==> src/rtl/load_store_unit_pkg.sv <==
// -----------------------------------------------------------------------------
// load_store_unit_pkg
// Shared encodings for the load/store unit and the instruction decoder:
//   - mem_size access-width encodings (also produced by the decoder)
//   - LSU controller state encodings
//   - byte-enable constants for word / half-word lanes
//   - is_misaligned(): alignment rule shared by the lane aligner
// -----------------------------------------------------------------------------
package load_store_unit_pkg;

    typedef enum logic [1:0] {
        MEM_WORD     = 2'b00,
        MEM_HALF     = 2'b01,
        MEM_BYTE     = 2'b10,
        MEM_WORD_ALT = 2'b11   // reserved encoding, handled as a word access
    } mem_size_t;

    typedef enum logic [1:0] {
        ST_IDLE = 2'b00,
        ST_WAIT = 2'b01,
        ST_DONE = 2'b10,
        ST_ERR  = 2'b11
    } lsu_state_t;

    localparam logic [3:0] BE_WORD    = 4'b1111;
    localparam logic [3:0] BE_HALF_LO = 4'b0011;
    localparam logic [3:0] BE_HALF_HI = 4'b1100;
    localparam logic [3:0] BE_BYTE0   = 4'b0001;

    // Bytes can never be misaligned; halves need an even address; words
    // (including the reserved encoding) need a 4-byte aligned address.
    function automatic logic is_misaligned(input logic [1:0] size,
                                           input logic [1:0] offset);
        logic result;
        case (size)
            MEM_BYTE: result = 1'b0;
            MEM_HALF: result = offset[0];
            default:  result = |offset;
        endcase
        return result;
    endfunction

endpackage

==> src/rtl/load_store_unit_lane_align.sv <==
// -----------------------------------------------------------------------------
// lsu_lane_align
// Purely combinational lane logic for the load/store unit.
//   size     in   access width (mem_size_t encoding)
//   offset   in   addr[1:0] of the access
//   st_data  in   store value from rt
//   rdata    in   raw word returned by the data bus
//   misalign out  access violates the natural alignment of its width
//   be       out  little-endian byte enables for the bus
//   wdata    out  store data replicated across every lane it may land in
//   ld_data  out  selected lane(s) of rdata, zero-extended
// -----------------------------------------------------------------------------
module lsu_lane_align
    import load_store_unit_pkg::*;
(
    input  logic [1:0]  size,
    input  logic [1:0]  offset,
    input  logic [31:0] st_data,
    input  logic [31:0] rdata,
    output logic        misalign,
    output logic [3:0]  be,
    output logic [31:0] wdata,
    output logic [31:0] ld_data
);

    // Split the read word into its four byte lanes.
    logic [7:0] lane [4];

    genvar gi;
    generate
        for (gi = 0; gi < 4; gi++) begin : g_lane
            assign lane[gi] = rdata[8*gi +: 8];
        end
    endgenerate

    always_comb begin
        misalign = is_misaligned(size, offset);
        be       = BE_WORD;
        wdata    = st_data;
        ld_data  = rdata;
        case (size)
            MEM_HALF: begin
                be      = offset[1] ? BE_HALF_HI : BE_HALF_LO;
                wdata   = {2{st_data[15:0]}};
                ld_data = offset[1] ? {16'h0000, rdata[31:16]}
                                    : {16'h0000, rdata[15:0]};
            end
            MEM_BYTE: begin
                be      = BE_BYTE0 << offset;
                wdata   = {4{st_data[7:0]}};
                ld_data = {24'h000000, lane[offset]};
            end
            default: begin
                be      = BE_WORD;
                wdata   = st_data;
                ld_data = rdata;
            end
        endcase
    end

endmodule

==> src/rtl/load_store_unit.sv <==
// -----------------------------------------------------------------------------
// load_store_unit
// Multi-cycle load/store controller between the decoder/ALU and a req/ack
// data-memory bus. Holds the pipeline until the access completes, returns
// zero-extended load data, and flags misaligned accesses and bus timeouts.
//   clk, rst_n          core clock / asynchronous active-low reset
//   mem_write, mem_read store / load request (both high = store)
//   mem_size, addr      access width and byte address
//   st_data             store value
//   ld_data             zero-extended load result, valid while in DONE
//   stall               holds PC/pipeline while the access is in flight
//   misalign_err        one-cycle pulse: access rejected for alignment
//   bus_err             one-cycle pulse: no ack within TIMEOUT cycles
//   bus_req/we/addr/be/wdata, bus_rdata, bus_ack   data-memory bus
// -----------------------------------------------------------------------------
module load_store_unit
    import load_store_unit_pkg::*;
#(
    parameter int ADDR_W  = 32,
    parameter int TIMEOUT = 255
) (
    input  logic              clk,
    input  logic              rst_n,
    input  logic              mem_write,
    input  logic              mem_read,
    input  logic [1:0]        mem_size,
    input  logic [ADDR_W-1:0] addr,
    input  logic [31:0]       st_data,
    output logic [31:0]       ld_data,
    output logic              stall,
    output logic              misalign_err,
    output logic              bus_err,
    output logic              bus_req,
    output logic              bus_we,
    output logic [ADDR_W-1:0] bus_addr,
    output logic [3:0]        bus_be,
    output logic [31:0]       bus_wdata,
    input  logic [31:0]       bus_rdata,
    input  logic              bus_ack
);

    // The counter value seen in the last permitted wait cycle.
    localparam logic [7:0] TIMEOUT_LAST = 8'(TIMEOUT - 1);

    lsu_state_t  state_reg;
    logic [7:0]  cnt_reg;
    logic [1:0]  size_reg;
    logic [1:0]  off_reg;

    logic        op;
    logic [1:0]  align_size;
    logic [1:0]  align_off;
    logic        align_misalign;
    logic [3:0]  align_be;
    logic [31:0] align_wdata;
    logic [31:0] align_ld;

    assign op = mem_write | mem_read;

    // Stall drops combinationally in DONE/ERR so the core advances on that
    // edge; gating with rst_n releases the core as soon as reset asserts.
    assign stall = rst_n & op & (state_reg != ST_DONE) & (state_reg != ST_ERR);

    // One aligner serves both phases: live inputs decide launch in IDLE,
    // the captured width/offset steer load extraction while waiting.
    assign align_size = (state_reg == ST_IDLE) ? mem_size   : size_reg;
    assign align_off  = (state_reg == ST_IDLE) ? addr[1:0]  : off_reg;

    lsu_lane_align u_align (
        .size     (align_size),
        .offset   (align_off),
        .st_data  (st_data),
        .rdata    (bus_rdata),
        .misalign (align_misalign),
        .be       (align_be),
        .wdata    (align_wdata),
        .ld_data  (align_ld)
    );

    always_ff @(posedge clk or negedge rst_n) begin
        if (!rst_n) begin
            state_reg    <= ST_IDLE;
            cnt_reg      <= '0;
            size_reg     <= '0;
            off_reg      <= '0;
            ld_data      <= '0;
            misalign_err <= 1'b0;
            bus_err      <= 1'b0;
            bus_req      <= 1'b0;
            bus_we       <= 1'b0;
            bus_addr     <= '0;
            bus_be       <= '0;
            bus_wdata    <= '0;
        end else begin
            case (state_reg)
                ST_IDLE: begin
                    misalign_err <= 1'b0;
                    bus_err      <= 1'b0;
                    ld_data      <= '0;
                    cnt_reg      <= '0;
                    if (op) begin
                        if (align_misalign) begin
                            misalign_err <= 1'b1;
                            state_reg    <= ST_ERR;
                        end else begin
                            bus_req   <= 1'b1;
                            bus_we    <= mem_write;   // store wins if both set
                            bus_addr  <= {addr[ADDR_W-1:2], 2'b00};
                            bus_be    <= align_be;
                            bus_wdata <= align_wdata;
                            size_reg  <= mem_size;
                            off_reg   <= addr[1:0];
                            state_reg <= ST_WAIT;
                        end
                    end
                end

                ST_WAIT: begin
                    // bus_req is always high here, so the ack is qualified.
                    // Checking the ack first lets it win over the timeout.
                    if (bus_ack) begin
                        bus_req   <= 1'b0;
                        bus_we    <= 1'b0;
                        bus_addr  <= '0;
                        bus_be    <= '0;
                        bus_wdata <= '0;
                        ld_data   <= bus_we ? 32'h0 : align_ld;
                        state_reg <= ST_DONE;
                    end else if (cnt_reg == TIMEOUT_LAST) begin
                        bus_req   <= 1'b0;
                        bus_we    <= 1'b0;
                        bus_addr  <= '0;
                        bus_be    <= '0;
                        bus_wdata <= '0;
                        bus_err   <= 1'b1;
                        state_reg <= ST_ERR;
                    end else begin
                        cnt_reg <= cnt_reg + 8'd1;
                    end
                end

                ST_DONE: begin
                    ld_data   <= '0;
                    cnt_reg   <= '0;
                    state_reg <= ST_IDLE;
                end

                ST_ERR: begin
                    misalign_err <= 1'b0;
                    bus_err      <= 1'b0;
                    ld_data      <= '0;
                    cnt_reg      <= '0;
                    state_reg    <= ST_IDLE;
                end

                default: state_reg <= ST_IDLE;
            endcase
        end
    end

endmodule
==> config.mk <==
export PLATFORM = sky130hd
export DESIGN_NAME = load_store_unit
export DESIGN_NICKNAME = d
export VERILOG_FILES = /design/src/rtl/load_store_unit_pkg.sv /design/src/rtl/load_store_unit_lane_align.sv /design/src/rtl/load_store_unit.sv
export SDC_FILE = /design/constraint.sdc
export NUM_CORES = 1
export LEC_CHECK = 0
export BUFFER_PORTS_ARGS = -buffer_cell sky130_fd_sc_hd__buf_2
export CORE_MARGIN = 1
export CORE_UTILIZATION = 46
export DETAILED_ROUTE_END_ITERATION = 7
export GPL_TIMING_DRIVEN = 0
export PLACE_DENSITY = 0.77
export SLEW_MARGIN = 5
export SYNTH_ARGS = -nofsm -noshare
export SYNTH_HDL_FRONTEND = slang
export SYNTH_SLANG_ARGS = --single-unit
==> constraint.sdc <==
create_clock -name clk -period 3.15 [get_ports clk]
set_input_delay 0.1575 -clock clk [delete_from_list [all_inputs] [get_ports clk]]
set_output_delay 0.1575 -clock clk [all_outputs]
set_load 0.05 [all_outputs]
==> run summary, run 1 <==
===============================================================================================
Half-perimeter wire length after detailed placement                                   12,710 um
Maximum level of the CTS H-tree                                                               4
Dpl cell area                                                                         7577 um^2
Cell internal pwr                                                                      6.235 mW
Clock input transition at the sequential cells of the worst setup and hold paths        0.06 ns
Number of violations reported at the end of detailed-routing iteration 0                    401
Number of flops mapped to enable cells by yosys                                               0
Worst path cell trace                                                              inv_2, ha_4, clkbuf_8, mux2_2, ha_1, o21ai_0, nand3_1, a221oi_4, buf_6, buf_6, mux2_1
Path category of the worst min-delay check                                         primary input to register
Total clock buffers created by CTS                                                           17
Initial antenna violation count                                                               1
Area growth from synthesis to layout                                                     34.41%
Worst-case hold slack                                                               0.009242 ns
Clock tree from TritonCTS                                                                 built
Max clock buf depth                                                                           2
Power per cell area                                                                1376 nW/um^2
Proportion of register bits with asynchronous set or reset after synthesis               100.0%
Cells after synthesis                                                                       596
Fraction of layout instances using a drive strength above 1                              41.13%
Clock Power Share                                                                         19.6%
Maximum clock frequency                                                               334.8 MHz
Remaining DRCs                                                                                0
Number of pins exceeding their max-slew limit in the final report                             0
Count of input and output buffers                                                           205
Most used DFF post-synth                                                           sky130_fd_sc_hd__dfrtp_1
# rows                                                                                       42
Standard cell core area                                                             13,300 um^2
Clock Tree Root                                                                    sky130_fd_sc_hd__clkbuf_16
RSZ-0062 raised after global routing                                                         no
Clock network latency to the later pin of the worst-skew pair                           0.42 ns
Maximum Capacitance Violations                                                                0
Largest fanout on the critical path                                                          10
Final setup fails                                                                             0
Largest cells by area after synthesis                                              sky130_fd_sc_hd__dfrtp_1, sky130_fd_sc_hd__mux2_2, sky130_fd_sc_hd__nor2b_1
Switching portion of total power                                                         46.44%
Element type at the critical path end                                                  register
Top Registers                                                                      bus_wdata: 32 flops, ld_data: 32 flops, bus_addr: 30 flops
Final setup slack of the worst path                                                   0.1628 ns
Maximum clock skew at final layout                                                  0.009484 ns
Overall track demand over capacity in global routing                                     25.80%
Power share of the sequential group                                                       20.3%
Effective utilization at floorplan                                                       47.34%
GP Congestion                                                                            0.8129
Detail-routed net length per standard cell                                             17.41 um
Slew @ Worst Pin                                                                      0.6164 ns
Antenna-violating nets left                                                                   0
Max_slew headroom                                                                        58.47%
First-pass GRT wire length                                                            28,350 um
Setup Crit Path Kind                                                               register to register
Total of warnings raised by yosys                                                             0
Post-place setup slack                                                               -0.8930 ns
Die width                                                                              119.0 um
CP most frequent cell                                                              sky130_fd_sc_hd__buf_6
Total of flip-flops plus latches after synthesis                                            116
Height of the die                                                                      119.0 um
Largest stage delay, worst path                                                         0.43 ns
First-pass detailed-route iteration total                                                     5
Final worst path period need                                                           2.987 ns
Master of the slowest instance on the critical path                                sky130_fd_sc_hd__dfrtp_1
Full die area                                                                       14,150 um^2
Final count of hold timing violations                                                         0
Vias in the first global route                                                            5,489
Data required time of the worst path                                                    3.44 ns
Share of total power in combinational logic                                               60.1%
Post-Route Setup TNS                                                                       0 ns
Net Switching                                                                          5.405 mW
Fraction of post-synthesis cell area in the top cell type by area                        46.12%
Post-layout total power                                                                11.64 mW
Syn_area_per_cell                                                                    10.56 um^2
Library cell occupying the most area in the post-synthesis netlist                 sky130_fd_sc_hd__dfrtp_1
Total routed wirelength                                                               17,900 um
Count of distinct cell types in the synthesized netlist                                      51
Total leakage power                                                                    4.220 nW
Vias                                                                                      5,583
Residual overflow from global routing                                                         0
Share of synthesized area occupied by flip-flops and latches                             46.12%
Result of the run                                                                  finished clean
Data arrival at the endpoint of the critical path                                       3.28 ns
Clk sinks                                                                                   116
NumNets Final                                                                               949
Finished layout cell area                                                             8459 um^2
Per-cell via count in the routed design                                                   5.431
Final critical-path share of the clock period                                            94.83%
Maximum number of pins on one net before global-route repair                                 86
Type of origin of the critical path                                                    register
Total standard cell area after synthesis                                              6294 um^2
Top-level port count                                                                        208
Maximum ir drop on the vdd rail                                                       0.8665 mV
===============================================================================================
-- power by group through the flow --
stage                     sequential (mW)  combinational [mW]  clock, mW
final                                2.37                6.99       2.28
after global routing                 2.43                7.43       2.38
after CTS                            2.37                6.91       2.30
after detailed placement             2.38                6.73          0
after global placement               2.36                6.61          0
after floorplan                      4.11                3.41          0
-- through the flow --
| step | utilization, % | std cells |
|---|---|---|
| floorplan | - | 597 |
| global placement | 56.74 | 978 |
| detailed placement | 56.99 | 979 |
| CTS | 63.20 | 1022 |
| global route | 63.63 | 1028 |
| finish | 63.63 | 1028 |
-- critical path, delay by kind of cell, from the launching register on --
kind / cells / cell delay, ns
muxes: 2 / 0.70
buffers and inverters: 4 / 0.61
AOI/OAI and AO/OA: 2 / 0.49
adders and majority gates: 2 / 0.47
DFF: 1 / 0.43
and+or+nand+nor: 1 / 0.15
-- final cells by class --
| type | count | area [um^2] |
|---|---|---|
| inverters | 29 | 108.9 |
| plain buffers | 46 | 264.0 |
| clock buffers | 22 | 464.2 |
| clock inverters | 10 | 225.2 |
| multi-input cells | 405 | 3064 |
| flip-flops and latches | 116 | 2903 |
| repair buffers | 223 | 1207 |
| fillers | 1096 | 4836 |
| well taps | 176 | 220.2 |
| diodes | 1 | 2.502 |
-- cell usage in the layout, fill, tap and decap left out, types with 12 or more instances in the layout --
cell and instances:
sky130_fd_sc_hd__nand3_1 15, sky130_fd_sc_hd__nor2b_1 51, sky130_fd_sc_hd__clkbuf_1 24, sky130_fd_sc_hd__mux2i_1 12, sky130_fd_sc_hd__nand3b_1 15, sky130_fd_sc_hd__mux2_2 56, sky130_fd_sc_hd__nor2_1 17, sky130_fd_sc_hd__o21ai_0 13
sky130_fd_sc_hd__buf_2 209, sky130_fd_sc_hd__nand2_1 38, sky130_fd_sc_hd__a22o_1 16, sky130_fd_sc_hd__buf_4 14, sky130_fd_sc_hd__a22oi_1 22, sky130_fd_sc_hd__a21oi_1 36, sky130_fd_sc_hd__clkbuf_16 17, sky130_fd_sc_hd__dfrtp_1 116
sky130_fd_sc_hd__inv_1 27
-- layer usage --
layer / vias up / global-route usage, % / share of wire [%]
met5: - / 0 / 0
met3: 40 / 5.220 / 5.0
met4: 0 / 11.31 / 2.7
met2: 211 / 41.30 / 47
li1: 2613 / - / -
met1: 2719 / 33.87 / 45
-- worst paths after layout --
path                                     from  slack [ns]      endpoint  cells past startpoint
worst max-delay path             state_reg[1]        0.16  bus_addr[12]                     11
worst min-delay path            bus_rdata[14]       0.009   ld_data[14]                      3
worst max register to register   state_reg[1]        0.16  bus_addr[12]                     11
worst min register to register   bus_addr[19]        0.48  bus_addr[19]                      1
max in group asynchronous               rst_n        2.23        bus_we                      3
min in group asynchronous               rst_n        0.19   ld_data[12]                      2
-- kinds of logic after synthesis --
| family | synth area share, % |
|---|---|
| AO/OA/AOI/OAI | 14.93 |
| XOR/XNOR | 0.8350 |
| adder cells (fa/ha/maj) | 1.591 |
| buffers and inverters | 5.566 |
| flip-flops | 46.12 |
| multiplexers | 15.86 |
| other | 0.05958 |
| AND/OR/NAND/NOR | 15.03 |
-- cells in the mapped netlist (9+ instances only) --
master / number
sky130_fd_sc_hd__mux2_2: 56
sky130_fd_sc_hd__mux2_1: 10
sky130_fd_sc_hd__nand3_1: 15
sky130_fd_sc_hd__o21ai_0: 13
sky130_fd_sc_hd__a22oi_1: 22
sky130_fd_sc_hd__mux2i_1: 12
sky130_fd_sc_hd__a22o_1: 16
sky130_fd_sc_hd__mux2_4: 9
sky130_fd_sc_hd__or2_2: 10
sky130_fd_sc_hd__a21oi_1: 36
sky130_fd_sc_hd__dfrtp_1: 116
sky130_fd_sc_hd__nand3b_1: 15
sky130_fd_sc_hd__inv_1: 29
sky130_fd_sc_hd__nand2_1: 38
sky130_fd_sc_hd__nor2_1: 18
sky130_fd_sc_hd__clkbuf_1: 31
sky130_fd_sc_hd__nor2b_1: 51
-- what timing repair did --
item | 4_1_cts | 5_1_grt
setup buffers | 3 | 6
hold endpoints to repair | 39 | 0
pin swaps | 1 | 3
endpoints found under the setup margin | 106 | 93
hold buffers | 8 | 0
resized for setup | 14 | 14
No activity file was read; power rests on OpenSTA's default activity.
==> run 2, diff against run 1 <==
- ABC_AREA: not set -> 1
==> run summary, run 2 <==
===============================================================================================
First-pass GRT wire length                                                            29,860 um
Clock network latency to the later pin of the worst-skew pair                           0.42 ns
Final critical-path share of the clock period                                            93.01%
Overall track demand over capacity in global routing                                     26.91%
Final setup fails                                                                             0
Post-Route Setup TNS                                                                       0 ns
Most used DFF post-synth                                                           sky130_fd_sc_hd__dfrtp_1
Count of input and output buffers                                                           205
Master of the slowest instance on the critical path                                sky130_fd_sc_hd__buf_1
Total standard cell area after synthesis                                              6277 um^2
Most numerous cell in the Yosys netlist                                            sky130_fd_sc_hd__nand2_1
Vias in the first global route                                                            6,035
Reg2Reg Setup Slack                                                                     0.22 ns
Final worst path period need                                                           2.930 ns
Remaining DRCs                                                                                0
# rows                                                                                       42
Data required time of the worst path                                                    3.50 ns
Total clock buffers created by CTS                                                           17
Half-perimeter wire length after detailed placement                                   13,620 um
Maximum Capacitance Violations                                                                0
Total of flip-flops plus latches after synthesis                                            116
Number of flops mapped to enable cells by yosys                                               0
Dpl cell area                                                                         7561 um^2
Largest cells by area after synthesis                                              sky130_fd_sc_hd__dfrtp_1, sky130_fd_sc_hd__nand2_1, sky130_fd_sc_hd__nand3_1
Number of pins exceeding their max-slew limit in the final report                             0
Maximum clock frequency                                                               341.3 MHz
Vias                                                                                      6,531
Fraction of post-synthesis cell area in the top cell type by area                        46.24%
Initial antenna violation count                                                               0
Share of synthesized area occupied by flip-flops and latches                             46.24%
Element type at the critical path end                                                  register
Type of origin of the critical path                                                    register
Syn_area_per_cell                                                                    7.350 um^2
Result of the run                                                                  finished clean
Reg-to-Reg Start                                                                   state_reg[0]
Residual overflow from global routing                                                         0
First-pass detailed-route iteration total                                                     5
Fraction of layout instances using a drive strength above 1                              25.50%
Critical register-to-register path endpoint                                         bus_addr[8]
ANT cells                                                                                     0
Slew @ Worst Pin                                                                      0.5398 ns
Finished layout cell area                                                             8158 um^2
Effective utilization at floorplan                                                       47.21%
Per-cell via count in the routed design                                                   5.126
Clock tree from TritonCTS                                                                 built
Proportion of register bits with asynchronous set or reset after synthesis               100.0%
Total of warnings raised by yosys                                                             0
Number of placed instances with taps included                                             1,237
Largest fanout on the critical path                                                          10
Maximum level of the CTS H-tree                                                               4
Top Registers                                                                      bus_wdata: 32 flops, ld_data: 32 flops, bus_addr: 30 flops
Most frequent cells in the layout                                                  sky130_fd_sc_hd__nand2_1, sky130_fd_sc_hd__buf_2, sky130_fd_sc_hd__dfrtp_1
Cell Count, Final, Fillers Out                                                            1,274
Path category of the worst min-delay check                                         primary input to register
Number of violations reported at the end of detailed-routing iteration 0                    575
NumNets Final                                                                             1,196
Clock input transition at the sequential cells of the worst setup and hold paths        0.05 ns
Detail-routed net length per standard cell                                             14.38 um
Max clock buf depth                                                                           2
Height of the die                                                                      118.8 um
Most instantiated cells after synthesis                                            sky130_fd_sc_hd__nand2_1, sky130_fd_sc_hd__dfrtp_1, sky130_fd_sc_hd__nand3_1, sky130_fd_sc_hd__inv_1, sky130_fd_sc_hd__nor2_1
Largest stage delay, worst path                                                         0.42 ns
Data arrival at the endpoint of the critical path                                       3.28 ns
Max_slew headroom                                                                        63.88%
Full die area                                                                       14,120 um^2
GP Congestion                                                                            0.9227
Cells after synthesis                                                                       854
RSZ-0062 raised after global routing                                                         no
Library cell occupying the most area in the post-synthesis netlist                 sky130_fd_sc_hd__dfrtp_1
Cell count of the worst reg-to-reg path                                                      12
Final count of hold timing violations                                                         0
Area growth from synthesis to layout                                                     29.96%
Maximum number of pins on one net before global-route repair                                 82
Count of distinct cell types in the synthesized netlist                                      29
Standard cell core area                                                             13,300 um^2
Antenna-violating nets left                                                                   0
Worst path cell trace                                                              inv_1, ha_1, buf_2, o21ai_0, ha_1, buf_2, nand2_1, o21ai_2, nand2_2, buf_1, nand3b_1, nand2_1
Maximum clock skew at final layout                                                  0.008821 ns
Worst setup path endpoint                                                           bus_addr[8]
Worst-case hold slack                                                                0.01653 ns
Setup Crit Path Kind                                                               register to register
Leading cell type in the layout, fill and taps excluded                            sky130_fd_sc_hd__nand2_1
Critical Path Start                                                                state_reg[0]
Top-level port count                                                                        208
Sum of buffers and inverters on the critical path                                             4
Total routed wirelength                                                               18,330 um
Hold Path Origin                                                                   bus_rdata[31]
Kind of cell adding the most delay to the critical path                            buffers and inverters
Crit. path cell count                                                                        12
Clock Tree Root                                                                    sky130_fd_sc_hd__clkbuf_16
Clk sinks                                                                                   116
Die width                                                                              118.8 um
===============================================================================================
run 2: routing by layer:
layer | share of wire, % | track usage [%] | up-vias
met2 | 47 | 43.68 | 322
met3 | 8.2 | 7.184 | 40
met5 | 0 | 0 | -
met4 | 2.3 | 9.415 | 0
met1 | 43 | 34.66 | 3002
li1 | - | - | 3167
run 2: cells by family after synthesis:
kind of cell / after synthesis / share of synthesized area [%]
DFF: 116 / 46.24
adders and majority gates: 8 / 1.595
and+or+nand+nor: 519 / 35.14
buffers and inverters: 128 / 8.770
other: 1 / 0.05974
AOI/OAI and AO/OA: 82 / 8.192
run 2: cell type report:
type / count / area (um^2)
Fill cell: 1213 / 5137
Clock buffer: 22 / 454.2
Buffer: 51 / 264.0
Sequential cell: 116 / 2903
Clock inverter: 10 / 83.83
Multi-Input combinational cell: 611 / 2830
Timing Repair Buffer: 211 / 1110
Tap cell: 176 / 220.2
Inverter: 77 / 292.8
run 2: worst min path at each step:
stage | cells past startpoint | slack (ns) | to
floorplan | 0 | -0.14 | bus_addr[10]
global route | 2 | 0.02 | ld_data[31]
global placement | 3 | 0.38 | size_reg[1]
finish | 2 | 0.02 | ld_data[31]
detailed placement | 1 | 0.07 | bus_addr[23]
CTS | 2 | 0.003 | ld_data[31]
run 2: through the flow:
step | setup WS (ns) | util [%]
5_1_grt | 0.02701 | 61.36
4_1_cts | 0.1653 | 61.29
2_1_floorplan | 0.7624 | -
6_report | 0.2203 | 61.36
3_3_place_gp | 0.1957 | 56.62
3_5_place_dp | 0.1826 | 56.87
run 2: repair_timing:
action                                 4_1_cts  5_1_grt
endpoints found under the hold margin       39        0
gates resized for setup                      0        6
buffers inserted                             0        0
hold buffers                                 5        0
setup endpoints to repair                    0       24
Power of run 2 is left out: the tool's default activity adds up to more than one toggle a clock period on the data nets, which glitch-free logic cannot reach.
==> run 3, diff against run 2 <==
- CORE_ASPECT_RATIO: not set -> 0.7
- clock period: 3.15 -> 2.59 ns (I/O delays scaled with it)
==> run summary, run 3 (same netlist as run 2, synthesis figures left out) <==
===============================================================================================
Die width                                                                              141.6 um
Clock network latency to the later pin of the worst-skew pair                           0.41 ns
Maximum Capacitance Violations                                                                0
Per-cell via count in the routed design                                                   5.117
Data required time of the worst path                                                    2.94 ns
Post-Route Setup TNS                                                                       0 ns
Clock tree from TritonCTS                                                                 built
Full die area                                                                       14,130 um^2
Setup Crit Path Kind                                                               register to register
# rows                                                                                       35
Maximum number of pins on one net before global-route repair                                 76
Most frequent cells in the layout                                                  sky130_fd_sc_hd__nand2_1, sky130_fd_sc_hd__buf_2, sky130_fd_sc_hd__dfrtp_1
Total routed wirelength                                                               19,480 um
NumNets Final                                                                             1,207
Fraction of layout instances using a drive strength above 1                              27.41%
Leading cell type in the layout, fill and taps excluded                            sky130_fd_sc_hd__nand2_1
First-pass detailed-route iteration total                                                     7
Top Registers                                                                      bus_wdata: 32 flops, ld_data: 32 flops, bus_addr: 30 flops
Overall track demand over capacity in global routing                                     28.78%
GP Congestion                                                                            0.8865
Type of origin of the critical path                                                    register
Critical Path Start                                                                state_reg[1]
Final critical-path share of the clock period                                            96.19%
Top-level port count                                                                        208
Clk sinks                                                                                   116
Detail-routed net length per standard cell                                             15.06 um
Result of the run                                                                  finished clean
Maximum clock frequency                                                               401.4 MHz
First-pass GRT wire length                                                            31,310 um
Max clock buf depth                                                                           2
Total clock buffers created by CTS                                                           17
Antenna-violating nets left                                                                   0
Largest fanout on the critical path                                                          10
Area growth from synthesis to layout                                                     34.66%
Initial antenna violation count                                                               0
Final worst path period need                                                           2.491 ns
Count of input and output buffers                                                           205
Half-perimeter wire length after detailed placement                                   14,260 um
Max_slew headroom                                                                        65.50%
Final setup fails                                                                             0
Effective utilization at floorplan                                                       47.46%
Sequential cell area                                                                  2903 um^2
Reg2Reg Setup Slack                                                                      0.1 ns
Standard cell core area                                                             13,230 um^2
Clock Tree Root                                                                    sky130_fd_sc_hd__clkbuf_16
Vias in the first global route                                                            6,094
Maximum level of the CTS H-tree                                                               4
Number of violations reported at the end of detailed-routing iteration 0                    501
Vias                                                                                      6,621
Reg-to-Reg Start                                                                   state_reg[1]
Final count of hold timing violations                                                         0
Fillers                                                                                   1,178
Data arrival at the endpoint of the critical path                                       2.84 ns
Residual overflow from global routing                                                         0
ANT cells                                                                                     0
Worst setup path endpoint                                                             bus_be[2]
Height of the die                                                                      99.74 um
Cell count of the worst reg-to-reg path                                                      14
Critical register-to-register path endpoint                                           bus_be[2]
Remaining DRCs                                                                                0
Path category of the worst min-delay check                                         primary input to register
Clock input transition at the sequential cells of the worst setup and hold paths        0.06 ns
Area of combinational cells with multiple inputs                                      2887 um^2
Slew @ Worst Pin                                                                      0.5175 ns
Number of pins exceeding their max-slew limit in the final report                             0
Maximum clock skew at final layout                                                  0.008339 ns
Element type at the critical path end                                                  register
===============================================================================================
==> run 3: cell count changes in the layout (fill, tap and decap cells not counted), moves of 4 or more <==
cell,before,now
sky130_fd_sc_hd__buf_4,8,18
sky130_fd_sc_hd__clkbuf_1,23,15
sky130_fd_sc_hd__clkinv_2,6,1
sky130_fd_sc_hd__inv_6,0,4
==> run 3: routing by layer <==
metal  global-route usage [%]  part of all wire (%)  vias up
li1                         -                     -     3188
met1                    42.95                    47     3079
met3                    6.115                   9.1       24
met2                    41.72                    43      330
met4                    8.602                   1.3        0
met5                        0                     0        -
==> run 3: area by class of cell <==
cell class,count,share of cell area (%)
sequential,116,34.34
multi-input combinational,611,34.15
timing repair buffer,222,14.19
clock buffer,18,5.195
buffer,51,3.538
inverter,77,3.478
tap,185,2.738
clock inverter,14,2.368
==> run 3: how the worst min path moves through the flow <==
| stage | slack (ns) | to | cells after the start | start |
|---|---|---|---|---|
| floorplan | -0.17 | bus_addr[10] | 0 | rst_n |
| global placement | 0.35 | size_reg[0] | 3 | mem_size[0] |
| detailed placement | 0.08 | bus_addr[7] | 1 | rst_n |
| CTS | 0.003 | ld_data[21] | 2 | bus_rdata[21] |
| global route | 0.01 | ld_data[26] | 2 | bus_rdata[26] |
| finish | 0.009 | ld_data[21] | 2 | bus_rdata[21] |
==> run 3: worst max-delay path: stages, from the launching register on <==
cell and delay, ns:
sky130_fd_sc_hd__dfrtp_1 0.42, sky130_fd_sc_hd__inv_2 0.10, sky130_fd_sc_hd__ha_4 0.16, sky130_fd_sc_hd__inv_2 0.08, sky130_fd_sc_hd__or2_2 0.29, sky130_fd_sc_hd__o21ai_2 0.07
sky130_fd_sc_hd__ha_1 0.24, sky130_fd_sc_hd__buf_4 0.18, sky130_fd_sc_hd__nand2_2 0.11, sky130_fd_sc_hd__o21ai_4 0.09, sky130_fd_sc_hd__nand2_4 0.12, sky130_fd_sc_hd__buf_8 0.16
sky130_fd_sc_hd__buf_4 0.17, sky130_fd_sc_hd__nand3_1 0.14, sky130_fd_sc_hd__nand2_1 0.09
==> run 3: timing repair <==
item | 4_1_cts | 5_1_grt
hold endpoints to repair | 49 | 0
setup buffers | 1 | 7
hold buffers | 8 | 0
endpoints found under the setup margin | 84 | 85
pin swaps | 1 | 2
gates resized for setup | 18 | 25
==> run 3: metrics by stage <==
stage / hold slack [ns] / cells / util [%] / cell area, um^2 / setup WS (ns)
2_1_floorplan: -0.1661 / 855 / - / 6281 / 0.2024
3_3_place_gp: 0.3527 / 1245 / 57.00 / 7538 / -0.3206
3_5_place_dp: 0.08264 / 1246 / 57.26 / 7572 / -0.2933
4_1_cts: 0.002504 / 1287 / 63.14 / 8351 / 0.004924
5_1_grt: 0.01324 / 1294 / 63.92 / 8453 / -0.01351
6_report: 0.008813 / 1294 / 63.92 / 8453 / 0.09860
Power of run 3 is left out for the same reason.
